`src/rtl/lsu_mem_stage.sv`:
```
// Memory-stage load/store unit: one outstanding data-memory access at a time,
// byte-lane store formatting, load alignment/extension and a registered writeback pulse.
module lsu_mem_stage #(
   parameter int ADDR_W = 32
) (
   input  logic              clk,
   input  logic              rst,
   input  logic              in_valid,
   output logic              in_ready,
   input  logic [ADDR_W-1:0] in_addr,
   input  logic [31:0]       in_wdata,
   input  logic              in_is_store,
   input  logic [2:0]        in_funct3,
   input  logic [4:0]        in_rd,
   output logic              dmem_req_valid,
   input  logic              dmem_req_ready,
   output logic [ADDR_W-1:0] dmem_addr,
   output logic [3:0]        dmem_we,
   output logic [31:0]       dmem_wdata,
   input  logic              dmem_resp_valid,
   input  logic [31:0]       dmem_resp_data,
   output logic              wb_valid,
   output logic [4:0]        wb_rd,
   output logic [31:0]       wb_data,
   output logic              fault,
   output logic [ADDR_W-1:0] fault_addr
);

   typedef enum logic [1:0] {IDLE, REQ, WAIT} state_t;

   state_t            state, state_next;
   logic [ADDR_W-1:0] addr_q;
   logic [2:0]        funct3_q;
   logic              is_store_q;
   logic [4:0]        rd_q;
   logic [3:0]        we_q;
   logic [31:0]       wdata_q;
   logic              wb_valid_q, fault_q;
   logic [4:0]        wb_rd_q;
   logic [31:0]       wb_data_q;
   logic [ADDR_W-1:0] fault_addr_q;

   logic        accept, bad;
   logic [3:0]  we_n;
   logic [31:0] wdata_n, shifted, ext;

   assign accept = in_valid && (state == IDLE);

   // funct3[1:0] encodes access size for both loads and stores
   always_comb begin
      bad = 1'b0;
      if (in_is_store && (in_funct3 >= 3'b011))                          bad = 1'b1;
      if (!in_is_store && ((in_funct3[1:0] == 2'b11) || (in_funct3 == 3'b110))) bad = 1'b1;
      if ((in_funct3[1:0] == 2'b01) && in_addr[0])                       bad = 1'b1;
      if ((in_funct3[1:0] == 2'b10) && (in_addr[1:0] != 2'b00))         bad = 1'b1;
   end

   always_comb begin
      we_n    = 4'b0000;
      wdata_n = 32'h0;
      if (in_is_store) begin
         case (in_funct3[1:0])
            2'b00: begin
               we_n    = 4'b0001 << in_addr[1:0];
               wdata_n = {4{in_wdata[7:0]}};
            end
            2'b01: begin
               we_n    = in_addr[1] ? 4'b1100 : 4'b0011;
               wdata_n = {2{in_wdata[15:0]}};
            end
            default: begin
               we_n    = 4'b1111;
               wdata_n = in_wdata;
            end
         endcase
      end
   end

   assign shifted = dmem_resp_data >> {addr_q[1:0], 3'b000};

   always_comb begin
      ext = shifted;
      case (funct3_q)
         3'b000:  ext = {{24{shifted[7]}}, shifted[7:0]};
         3'b001:  ext = {{16{shifted[15]}}, shifted[15:0]};
         3'b100:  ext = {24'h0, shifted[7:0]};
         3'b101:  ext = {16'h0, shifted[15:0]};
         default: ext = shifted;
      endcase
   end

   always_comb begin
      state_next = state;
      case (state)
         IDLE:    if (accept && !bad) state_next = REQ;
         REQ:     if (dmem_req_ready) state_next = is_store_q ? IDLE : WAIT;
         WAIT:    if (dmem_resp_valid) state_next = IDLE;
         default: state_next = IDLE;
      endcase
   end

   always_ff @(posedge clk) begin
      if (rst) state <= IDLE;
      else     state <= state_next;
   end

   always_ff @(posedge clk) begin
      if (rst) begin
         addr_q       <= '0;
         funct3_q     <= '0;
         is_store_q   <= 1'b0;
         rd_q         <= '0;
         we_q         <= '0;
         wdata_q      <= '0;
         wb_valid_q   <= 1'b0;
         wb_rd_q      <= '0;
         wb_data_q    <= '0;
         fault_q      <= 1'b0;
         fault_addr_q <= '0;
      end else begin
         wb_valid_q <= 1'b0;
         fault_q    <= 1'b0;
         if (accept) begin
            if (bad) begin
               fault_q      <= 1'b1;
               fault_addr_q <= in_addr;
            end else begin
               addr_q     <= in_addr;
               funct3_q   <= in_funct3;
               is_store_q <= in_is_store;
               rd_q       <= in_rd;
               we_q       <= we_n;
               wdata_q    <= wdata_n;
            end
         end
         if ((state == WAIT) && dmem_resp_valid) begin
            wb_valid_q <= 1'b1;
            wb_rd_q    <= rd_q;
            wb_data_q  <= ext;
         end
      end
   end

   // Outputs are forced low while reset is held, even before the reset edge
   assign in_ready       = !rst && (state == IDLE);
   assign dmem_req_valid = !rst && (state == REQ);
   assign dmem_addr      = rst ? '0 : {addr_q[ADDR_W-1:2], 2'b00};
   assign dmem_we        = rst ? '0 : we_q;
   assign dmem_wdata     = rst ? '0 : wdata_q;
   assign wb_valid       = !rst && wb_valid_q;
   assign wb_rd          = rst ? '0 : wb_rd_q;
   assign wb_data        = rst ? '0 : wb_data_q;
   assign fault          = !rst && fault_q;
   assign fault_addr     = rst ? '0 : fault_addr_q;

endmodule

```
`config.mk`:
```
export PLATFORM = sky130hd
export DESIGN_NAME = lsu_mem_stage
export DESIGN_NICKNAME = d
export VERILOG_FILES = /design/src/rtl/lsu_mem_stage.sv
export SDC_FILE = /design/constraint.sdc
export NUM_CORES = 1
export LEC_CHECK = 0
export CAP_MARGIN = 20
export CORE_MARGIN = 4
export CORE_UTILIZATION = 40
export DETAILED_ROUTE_END_ITERATION = 10
export PLACE_DENSITY = 0.73
export RECOVER_POWER = 25
export SLEW_MARGIN = 40
export SYNTH_ARGS = -nofsm -noshare
export SYNTH_HDL_FRONTEND = slang
export SYNTH_SLANG_ARGS = --single-unit
```
`constraint.sdc`:
```
create_clock -name clk -period 3.61 [get_ports clk]
set_clock_uncertainty 0.15 [all_clocks]
set_input_delay 0.5415 -clock clk [delete_from_list [all_inputs] [get_ports clk]]
set_output_delay 0.5415 -clock clk [all_outputs]
set_load 0.01 [all_outputs]
```
Yosys cells after proc, flatten, opt, wreduce, memory -nomap -nowiden
Index checks and enable logic that the tools add are counted.
W data, S select, Z words.
{"block": "totals", "reg_bits": 150, "output_inout_bits": 141}
{"block": "op_classes", "n_eq_ne": 12, "bitwise_logic": 2, "shift": 2, "reduce_logical": 23, "muxes": 23, "n_lt_le_gt_ge": 1}
{"operator": "$mux W32", "count": 5}
{"operator": "$pmux W32 S4", "count": 1}
{"operator": "$pmux W32 S2", "count": 1}
{"operator": "$shr A32 B5 Y32", "count": 1}
{"operator": "$mux W4", "count": 3}
{"operator": "$logic_and A1 B1 Y1", "count": 11}
{"operator": "$eq A3 B3 Y1 const B", "count": 3}
{"operator": "$mux W2", "count": 4}
{"operator": "$pmux W4 S2", "count": 1}
{"operator": "$eq A2 B2 Y1 const B", "count": 3}
{"operator": "$mux W1", "count": 6}
{"operator": "$pmux W2 S3", "count": 1}
{"operator": "$mux W5", "count": 1}
{"operator": "$eq A2 B1 Y1 const B", "count": 2}
{"operator": "$logic_not A2 Y1", "count": 2}
{"operator": "$ne A2 B2 Y1 const B", "count": 2}
{"operator": "$reduce_and A2 Y1", "count": 2}
{"operator": "$shl A1 B2 Y4 const A", "count": 1}
{"operator": "$eq A3 B1 Y1 const B", "count": 1}
{"operator": "$ge A3 B2 Y1 const B", "count": 1}
{"operator": "$logic_not A1 Y1", "count": 3}
{"operator": "$logic_not A3 Y1", "count": 1}
{"operator": "$reduce_and A3 Y1", "count": 1}
{"operator": "$ne A2 B1 Y1 const B", "count": 1}
{"operator": "4 further kinds", "count": 5}

Depth between registers and ports, before layout
Gate-level depths: netlist of run 1.
{"block": "logic_depth", "ltp_word": 10, "ltp_mapped": 8, "depth_no_buf": 4}

Worst setup path before layout of run 1
No wires, ideal clock.
{"block": "synth_path", "path_type": "input to output", "from": "input rst", "to": "output in_ready", "path_buffers": 3, "path_slack_ns": 1.438, "path_stages": 4, "arrival_ns": 1.481, "t_required_ns": 2.918, "cell_sequence": "clkbuf_1 -> clkbuf_1 -> buf_1 -> nor3_1"}
{"block": "synth_via", "elab_chain_len": 2}
{"item": "start, declared", "line": "7", "text": "input logic rst,"}
{"item": "$logic_not A1 Y1", "line": "145", "text": "assign in_ready = !rst && (state == IDLE);"}
{"item": "$logic_and A1 B1 Y1", "line": "145"}
{"item": "end, declared", "line": "9", "text": "output logic in_ready,"}
Every way passes these cells.

Final worst setup path of run 1
{"block": "layout_path", "from": "input rst", "to": "output wb_data[26]"}
{"block": "layout_via", "elab_chain_len": 1}
{"item": "$mux W32", "line": "152", "text": "assign wb_data = rst ? '0 : wb_data_q;"}
{"item": "end, declared", "line": "24", "text": "output logic [31:0] wb_data,"}
Every way passes these cells.

==> results of run 1 <==
power breakdown:
| group | leakage, uW | switching, uW | total, uW | internal (uW) |
|---|---|---|---|---|
| Sequential | 0.00122 | 24.8 | 1760 | 1730 |
| Clock | 0.000267 | 709 | 1610 | 900 |
| Combinational | 0.00216 | 290 | 595 | 305 |
cell type report:
cell class / count / area [um^2] / area share, %
clock buffer: 18 / 439.2 / 4.388
multi-input combinational: 586 / 3568 / 35.65
inverter: 2 / 7.507 / 0.07501
sequential: 150 / 3003 / 30.00
tap: 220 / 275.3 / 2.750
timing repair buffer: 264 / 2611 / 26.09
clock inverter: 14 / 101.3 / 1.013
antenna: 1 / 2.502 / 0.02500
metrics by stage:
step / std cells / hold WS, ps / instance area (um^2) / util [%]
finish: 1255 / 298.5 / 10010 / 59.93
global route: 1254 / 323.9 / 10010 / 59.91
CTS: 1254 / 300.7 / 10040 / 60.11
detailed placement: 1222 / 291.7 / 9498 / 56.87
global placement: 1222 / 286.6 / 9498 / 56.87
floorplan: 810 / 281.6 / 6890 / -
per-layer routing:
metal  part of all wire, %  up-vias  GRT usage, %
li1                      -     3179             -
met1                    45     2940         28.32
met2                    47      200         34.59
met3                   6.6       24         6.346
met4                   2.0        0         7.827
met5                     0        -             0
flip-flops by register name, summed over array words and instances (netlist names):
signal and cells:
we_q 4, wb_valid_q 1, fault_q 1, wdata_q 32
rd_q 5, wb_data_q 32, fault_addr_q 32, addr_q 32
funct3_q 3, is_store_q 1, wb_rd_q 5, state 2
worst paths after layout:
check,end,slack (ps),cells past startpoint
max,wb_data[26],550,4
min,addr_q[8],300,2
max reg2reg,wb_data_q[8],570,5
min reg2reg,addr_q[8],300,2
logic make-up after synthesis:
group	Yosys count	synth area share [%]
other cells	1	0.05445
mux	49	7.467
compound gates	184	18.84
simple gates	351	25.35
buf+inv	74	4.688
flops	150	43.60
tightest hold or removal path, cell delays in order (launching register included):
cell	delay [ps]
dfxtp_1	300
nand2_1	50
a21oi_1	50
cell usage in the layout (no fill, tap or decap), types with 3 or more instances in the layout:
| cell | Yosys | layout |
|---|---|---|
| a211oi_1 | 9 | 9 |
| a21oi_1 | 71 | 71 |
| a2bb2oi_1 | 7 | 7 |
| buf_4 | 4 | 10 |
| clkbuf_1 | 45 | 3 |
| clkbuf_16 | 0 | 17 |
| clkdlybuf4s50_1 | 0 | 244 |
| clkinv_2 | 0 | 5 |
| clkinv_4 | 0 | 4 |
| dfxtp_1 | 150 | 150 |
| dlygate4sd3_1 | 0 | 3 |
| inv_6 | 0 | 3 |
| mux2_1 | 0 | 6 |
| mux2_2 | 9 | 3 |
| mux2i_1 | 39 | 39 |
| nand2_1 | 159 | 159 |
| nand2b_1 | 3 | 3 |
| nand3_1 | 10 | 10 |
| nor2_1 | 25 | 23 |
| nor2b_1 | 141 | 141 |
| o211ai_1 | 7 | 7 |
| o21ai_0 | 3 | 5 |
| o21ba_2 | 7 | 7 |
| o22a_1 | 38 | 38 |
| o2bb2ai_1 | 7 | 7 |
| o31ai_1 | 26 | 26 |
==> reports/results.ini, run 1 <==
[run_status]
status=complete, but fails checks
violations=max-capacitance violations, max-slew violations

[logic_synthesis]
synth_edf_count=0
synth_seq_area_share_pct=43.60
synth.most_common_cell=nand2_1
syn-cell-area_um2=6887
yosysUniqueCellTypes=43
ys_warn_count=0
yosysTopAreaCellShare_pct=43.60
synth_top_flop_cell=dfxtp_1
synth_area_per_cell_um2=8.512
synth-seq-cells=150
synth_top_area_cell=dfxtp_1
async_flop_share_pct=0
netlist_instances=809
synth_area_leaders=dfxtp_1 (44%), nor2b_1 (13%), nand2_1 (8.7%)
synthTopCellsByCount=nand2_1 (159), dfxtp_1 (150), nor2b_1 (141), a21oi_1 (71), clkbuf_1 (45)

[clocking]
path_clk_slew_ps=60
root_buffer=clkbuf_16
cts_buffers=17
htreeDepth=4
clockBufferDepth=2
clkLatencyLatePin_ps=410
clkSinkCount=150
postCtsHoldBufs=0
cts_tree=yes
post_cts_buffers=0
cts.repair.resized=0

[sta]
fin_ws_ps=545.4
finalSetupViolations=0
tightest_slew_ps=1536
final-hold-violation-count=0
slew_violations=31
fmax_mhz=326.3
rsz0062_at_grt=no
slew_headroom_pct=-2.413
min_period_over_period_pct=84.89
tns_ps=0
period_needed_ps=3065

[floorplan]
dieArea_um2=19380
start_util_pct=41.23
io_pins=251
design.core.area_um2=16700
die_h_um=139.2
die-width_um=139.2
num_rows=47

[setup_path]
crit_start=rst
crit_buf_inv=3
cp-start-kind=input pin
crit_path_cell_trace=clkbuf_4, buf_4, nor2b_1, clkdlybuf4s50_1
worstPathArrival_ps=2370
path_delay_family=buffers and inverters
cpMaxStageDelayCell=clkbuf_4
crit_fanout=88
cp-end-kind=output port
crit_type=input pin to output port
rr_startpoint=addr_q[0]
cpPeakStageDelay_ps=750
required_ps=2920

[power]
p_per_area_nw_per_um2=395.9
peakVddDrop_mv=0.3263
leakagePower_uw=0.003643
p_total_uw=3962

[grt]
grt_overflow=0
grt_max_degree=89
grt_pass1_vias=6210
grt_pass1_wl_um=34030
grt.total_usage_pct=21.77
antenna_found_initial=0

[routing]
drc_errors=0
drt-vias-per-instance=5.054
wire_per_inst_um=17.01
drt-initial-drc-count=350
dr.pass1.iters=5
drt-total-wl_um=21340
vias=6343
ant_nets=0

[final_layout]
finalNetCount=1131
drive_above_1_share_pct=6.190
syn_to_final_growth_pct=45.33
fill_cells=1591

[placement]
place.gp.congestion=0.8445
portBuffers=248
dpl_worst_slack_ps=612.4
dp_hpwl_um=15500

[worst_hold_path]
hp-start=addr_q[8]
hp-class=register to register

[job]
maxCapViolCount=1

(Power assumes the default switching activity.)
==> run 2, diff against run 1 <==
Clock period 3.61 ns to 3.1 ns, I/O delays scaled along.
==> run 2 against run 1 <==
Compared with the run above: the run now ends clean; total power increased by 23%; highest routed layer unchanged; non-clock buffer count increased by 4; final cell count increased by 0.24%; core utilization increased by 0.79 points; critical path type is now input pin to register; sequential share of layout area decreased by 0.39 points; global-route usage decreased by 0.26 points; sequential cell count unchanged; worst setup slack got worse by 120 ps; critical path depth increased by 2; count of clock-buffer cells in the layout decreased by 1; die area unchanged; register-to-register slack improved by 130 ps.
==> reports/results.ini, run 2 (synthesized netlist as in run 1, its figures left out) <==
[power]
combPwrFrac_pct=14.4  ; was 15.0%
p_sw_uw=1263  ; was 1024 uW
p_per_area_nw_per_um2=480.0  ; was 395.9 nW/um^2
seqPwrFrac_pct=42.1  ; was 44.4%
internal_power_uw=3605  ; was 2938 uW
peakVddDrop_mv=0.3513  ; was 0.3263 mV
leakagePower_uw=0.003713  ; was 0.003643 uW
p_clk_share_pct=43.5  ; was 40.6%
sw_frac_of_total_pct=25.95  ; was 25.84%

[final_layout]
final_core_util_pct=60.72  ; was 59.93%
finalNetCount=1135  ; was 1131
n_antenna_cell=0  ; was 1
layout_commonest_cell=clkdlybuf4s50_1  ; unchanged
fill_cells=1506  ; was 1591
layout_common_cells=clkdlybuf4s50_1 (245), nand2_1 (159), dfxtp_1 (150)  ; was clkdlybuf4s50_1 (244), nand2_1 (159), dfxtp_1 (150)
drive_above_1_share_pct=7.129  ; was 6.190%
syn_to_final_growth_pct=47.26  ; was 45.33%

[job]
maxCapViolCount=0  ; was 1

[setup_path]
crit_buf_inv=3  ; unchanged
cpMaxStageDelayCell=dlygate4sd3_1  ; was clkbuf_4
path_common_cell=buf_12
crit_path_cell_trace=dlygate4sd3_1, or4_1, a21bo_1, buf_12, buf_12, o31ai_1  ; was clkbuf_4, buf_4, nor2b_1, clkdlybuf4s50_1
cp-end-kind=register  ; was output port
crit_fanout=49  ; was 88
crit_type=input pin to register  ; was input pin to output port
cpPeakStageDelay_ps=680  ; was 750 ps
path_delay_family=buffers and inverters  ; unchanged
required_ps=3280  ; was 2920 ps
worstPathArrival_ps=2850  ; was 2370 ps
cp-start-kind=input pin  ; unchanged

[floorplan]
die_h_um=139.2  ; unchanged
dieArea_um2=19380  ; unchanged
num_rows=47  ; unchanged
io_pins=251  ; unchanged
design.core.area_um2=16700  ; unchanged
start_util_pct=41.23  ; unchanged
die-width_um=139.2  ; unchanged

[clocking]
post_cts_buffers=0  ; unchanged
clockBufferDepth=2  ; unchanged
cts.repair.resized=0  ; unchanged
cts_tree=yes  ; unchanged
postCtsHoldBufs=0  ; unchanged
root_buffer=clkbuf_16  ; unchanged
cts_buffers=17  ; unchanged
clkLatencyLatePin_ps=420  ; was 410 ps
htreeDepth=4  ; unchanged
clkSinkCount=150  ; unchanged
path_clk_slew_ps=60  ; about the same

[routing]
drt-total-wl_um=21400  ; was 21340 um
drt-vias-per-instance=5.066  ; was 5.054
drc_errors=0  ; unchanged
ant_nets=0  ; unchanged
dr.pass1.iters=5  ; unchanged
drt-initial-drc-count=298  ; was 350
wire_per_inst_um=17.01  ; about the same
vias=6373  ; was 6343

[placement]
portBuffers=248  ; unchanged
dp_hpwl_um=15640  ; was 15500 um
place.gp.congestion=0.8531  ; was 0.8445

[sta]
slew_headroom_pct=38.32  ; was -2.413%
min_period_over_period_pct=86.23
finalSetupViolations=0  ; unchanged
rsz0062_at_grt=no  ; unchanged
tightest_slew_ps=925.2  ; was 1536 ps
period_needed_ps=2673
tns_ps=0  ; unchanged
final-hold-violation-count=0  ; unchanged
fmax_mhz=374.1
slew_violations=0  ; was 31

[grt]
grt_max_degree=73  ; was 89
grt_pass1_wl_um=33640  ; was 34030 um
grt_overflow=0  ; unchanged
grt_pass1_vias=6178  ; was 6210
grt.total_usage_pct=21.51  ; was 21.77%
antenna_found_initial=0  ; unchanged

[run_status]
status=completed  ; was complete, but fails checks

[worst_hold_path]
hp-class=register to register  ; unchanged

==> run 2: tightest hold or removal path, cell delays in order (launching register included) <==
cell and delay (ps):
dfxtp_1 310, nand2_1 50, a21oi_1 50
==> run 2: per-stage QoR <==
step	total power [uW]	setup slack, ps	instances	hold WS (ps)	area, um^2
floorplan	2438	1081	810	281.6	6890
finish	4868	427.0	1258	300.5	10140
detailed placement	2800	245.9	1226	291.9	9565
CTS	4935	557.6	1258	301.0	10170
global placement	2785	249.6	1224	286.6	9525
global route	5076	330.1	1258	323.7	10140
==> run 2: power groups by stage <==
stage | clock [uW] | sequential, uW | combinational [uW]
2_1_floorplan | 0 | 2080 | 360
3_3_place_gp | 0 | 2090 | 697
3_5_place_dp | 0 | 2090 | 710
4_1_cts | 2170 | 2050 | 714
5_1_grt | 2260 | 2060 | 765
6_report | 2120 | 2050 | 703
==> run 2: per-layer routing <==
layer	track usage [%]	vias to the layer above	wire length [um]
met5	0	-	0
met4	7.981	0	527
met3	6.141	33	1485
met2	34.90	223	10100
met1	27.36	2933	9291
li1	-	3184	-
==> run 2: path summary, 6_finish.rpt <==
path              start          end  slack, ps  cells past startpoint
max          in_addr[1]  wdata_q[14]        430                      6
min          addr_q[31]   addr_q[31]        300                      2
max reg2reg    state[1]   wb_rd_q[0]        700                      4
min reg2reg  addr_q[31]   addr_q[31]        300                      2
==> run 2: area by class of cell <==
class	instances	area (um^2)	share of cell area, %
clock buffers	17	425.4	4.195
clock inverters	15	183.9	1.814
inverters	2	7.507	0.07403
multi-input cells	586	3562	35.13
flip-flops and latches	150	3003	29.61
well taps	220	275.3	2.714
repair buffers	268	2684	26.47
==> RTL change 1: new RTL, config.mk and constraints of run 2 <==
The parameter `ADDR_W` goes from 32 to 24.
--- a/src/rtl/lsu_mem_stage.sv
+++ b/src/rtl/lsu_mem_stage.sv
@@ -2,5 +2,5 @@
 // byte-lane store formatting, load alignment/extension and a registered writeback pulse.
 module lsu_mem_stage #(
-   parameter int ADDR_W = 32
+   parameter int ADDR_W = 24
 ) (
    input  logic              clk,
Ports: changed (resized dmem_addr, fault_addr and in_addr); port bits go from 251 to 227. No check against the original RTL was run, so the function may have changed too.
==> RTL change 1 against run 2 <==
- design area shrank 7.9%
- worst setup slack improved by 58 ps
- critical path depth unchanged
- via count shrank 10%
- sequential power fell by 11%
- total power fell by 2.5%
- sequential cell count fell by 16
- area after synthesis shrank 9.4%
- routed wire length is 13% lower
- critical path type unchanged
==> RTL change 1: results (changes against run 2) <==
* Yosys cell types at 40 (-7.0%)
* Net Sw Frac at 22.6% (-3.4 points)
* Crit-path max FO at 28 (-43%)
* Mux contribution to synthesized area at 8.22% (+0.75 points)
* Pwr Total at 4.74 mW (-2.5%)
* Reg2reg setup slack at 900 ps (+200 ps)
* Hold WS at 298 ps (-2.31 ps)
* Status: finished clean
* GR Util met3 at 6.92% (+0.78 points)
* HPWL Detailed at 13400 um (-14%)
* First-pass GRT wire length at 29600 um (-12%)
* Tot GR Track Use at 21.0% (-0.52 points)
* DR WL met3 at 1200 um (-19%)
* Vias in the first global route at 5539 (-10%)
* Worst-case hold path end point: addr_q[17]
* R2R depth at 5 (+1)
* Min-delay src: addr_q[17]
* Iteration count of the initial detailed-routing pass at 4 (-1)
* Wl on met1 at 8350 um (-10%)
* Share of layout cells above drive strength 1 at 7.51% (+0.38 points)
* Worst path arrival time at 2800 ps (-50 ps)
* Clock power share at 48.5% (+5.0 points)
* Xor/xnor share of the synthesized area at 0.140% (+0.14 points)
* GRT met2 Usage at 33.7% (-1.2 points)
* GP Congestion at 0.855 (+0.23%)
* Sequential Power at 1.82 mW (-11%)
* DR vias at 5722 (-10%)
* Synth top area cells: dfxtp_1 43%, nor2b_1 13%, nand2_1 8.6%
* Sequential fraction of the synthesis area at 43.0% (-0.63 points)
* Final Net Count at 1035 (-8.8%)
* Slowest stage delay, CP at 620 ps (-60 ps)
* Leak Pwr at 3.44 nW (-7.4%)
* Crit path to: addr_q[4]
* Max VDD drop at 0.000356 V (+1.2%)
* Met2 wire length at 8840 um (-12%)
* Synth cell count leaders: 143 x nand2_1, 134 x dfxtp_1, 125 x nor2b_1
## RTL change 1: changes by cell type after synthesis, sizes merged, moves of 5 or more
cell	before	now
nand2	159	143
clkbuf	45	40
o22a	38	29
nor2b	141	125
dfxtp	150	134
a21oi	71	62
## RTL change 1: metrics by stage
stage               worst slack [ps]  instance area (sq um)  utilization [%]  cells
CTS                              591                   9370             61.4   1157
detailed placement               287                   8690             57.0   1125
finish                           485                   9340             61.2   1157
global route                     301                   9340             61.2   1157
floorplan                        825                   6250                -    737
global placement                 299                   8640             56.6   1123
## RTL change 1: layout make-up
type / instances / area share (%)
tap: 211 / 2.83
inverter: 3 / 0.121
multi-input combinational: 534 / 34.9
timing repair buffer: 243 / 26.2
clock inverter: 12 / 2.40
sequential: 134 / 28.7
clock buffer: 20 / 4.89
## RTL change 1: worst max-delay path: cells and delay by family
kind                   cells  cell delay [ps]
AO/OA/AOI/OAI              2              460
buffers and inverters      2             1180
AND/OR/NAND/NOR            2              670
==> RTL change 2: new RTL, settings of run 2 <==
Without the edit above. Register the outputs `fault` and `fault_addr`; this adds one clock of latency there. The other outputs are not delayed to match.
--- a/src/rtl/lsu_mem_stage.sv
+++ b/src/rtl/lsu_mem_stage.sv
@@ -151,6 +151,8 @@
    assign wb_rd          = rst ? '0 : wb_rd_q;
    assign wb_data        = rst ? '0 : wb_data_q;
-   assign fault          = !rst && fault_q;
-   assign fault_addr     = rst ? '0 : fault_addr_q;
+   always_ff @(posedge clk) begin
+      fault      <= !rst && fault_q;
+      fault_addr <= rst ? '0 : fault_addr_q;
+   end
 
 endmodule
Formal check against the unedited RTL: not equivalent (a bounded check fails within 4 cycles, from zero or initial values and one cycle with rst high).
==> RTL change 2 against run 2 <==
- area after synthesis up 10%
- utilization down 2.4 points
- routed wire length up 1.6%
- total power up 12%
- worst setup slack better by 48 ps
- cell count up 4.1%
- design area up 7.2%
- sequential cell count up 33
==> RTL change 2: results (changes against run 2) <==
* H-tree depth at 4 (unchanged)
* Status: finished clean
* Synth cell count leaders: 183 x dfxtp_1, 159 x nand2_1, 141 x nor2b_1
* Pint at 4.14 mW (+15%)
* Largest net degree at the start of global routing at 76 (+4.1%)
* Post-place setup slack at 275 ps (+29.5 ps)
* Crit-path max FO at 24 (-51%)
* Initial antenna violation count at 0 (unchanged)
* Worst slew pin tran at 1200 ps (+278 ps)
* DR vias at 6505 (+2.1%)
* Slowest stage delay, CP at 910 ps (+230 ps)
* Sequential fraction of the synthesis area at 48.3% (+4.7 points)
* Share of layout cells above drive strength 1 at 7.26% (+0.13 points)
* First-pass GRT wire length at 34500 um (+2.6%)
* Fillers at 1652 (+9.7%)
* Max VDD drop at 0.000376 V (+7.1%)
* Routed Wire Length at 21700 um (+1.6%)
* CTS buffer count at 17 (unchanged)
* GP Congestion at 0.859 (+0.63%)
* Vias in the first global route at 6430 (+4.1%)
* Delay-heaviest family, CP: simple AND/OR/NAND/NOR gates
* Tot GR Track Use at 20.2% (-1.4 points)
* Iteration count of the initial detailed-routing pass at 4 (-1)
* Slowest-stage cell, CP: nor2_2
* HPWL Detailed at 15600 um (-0.43%)
* Final Net Count at 1172 (+3.3%)
* Synth top area cells: dfxtp_1 48%, nor2b_1 12%, nand2_1 7.9%
* Iteration-0 DRC Markers at 328 (+10%)
* Leak Pwr at 4.10 nW (+10%)
[RTL change 2: changes by cell type in the layout (fill, tap and decap cells not counted), moves of 2 or more]
cell                    run 2  this run
nor2_1                     23        25
clkdlybuf4s50_1           245       216
a21oi_1                    71        69
buf_4                      11        16
clkbuf_2                    2         0
inv_8                       3         0
dlygate4sd3_1               2        31
or3b_2                      2         0
dfxtp_1                   150       183
[RTL change 2: cell families after synthesis]
logic type | synth area share, %
buf+inv | 4.84
simple gates | 22.8
other cells | 0.0495
mux | 6.79
compound gates | 17.1
flops | 48.3
[RTL change 2: through the flow]
stage | total power, mW | cell area (sq um) | std cells
floorplan | 2.92 | 7580 | 843
global placement | 3.28 | 10300 | 1277
detailed placement | 3.29 | 10300 | 1277
CTS | 5.53 | 10900 | 1309
global route | 5.69 | 10900 | 1309
finish | 5.45 | 10900 | 1309
[RTL change 2: metal layers]
metal / part of all wire (%) / track usage (%) / up-vias
li1: - / - / 3302
met1: 44 / 24.5 / 2973
met2: 47 / 33.4 / 193
met3: 6.1 / 5.85 / 37
met4: 2.8 / 8.74 / 0
met5: 0 / 0 / -
[RTL change 2: power groups by stage]
stage	Clock [mW]	Sequential (mW)	Combinational [mW]
after floorplan	0	2.56	0.356
after global placement	0	2.56	0.723
after detailed placement	0	2.56	0.729
after CTS	2.29	2.51	0.733
after global routing	2.39	2.52	0.779
final	2.23	2.51	0.717
[RTL change 2: path summary, 6_finish.rpt]
check	start	end	slack [ps]	cells after the start
worst max-delay path	in_addr[0]	fault_addr_q[3]	470	6
worst min-delay path	fault_q	fault	290	1
worst max register to register	state[1]	fault_addr_q[3]	630	6
worst min register to register	fault_q	fault	290	1
[RTL change 2: area by class of cell]
cell class,count,area share (%)
clock buffers,19,4.08
clock inverters,13,1.55
inverters,3,0.104
multi-input cells,586,32.9
flip-flops and latches,183,33.7
well taps,234,2.69
repair buffers,271,24.9
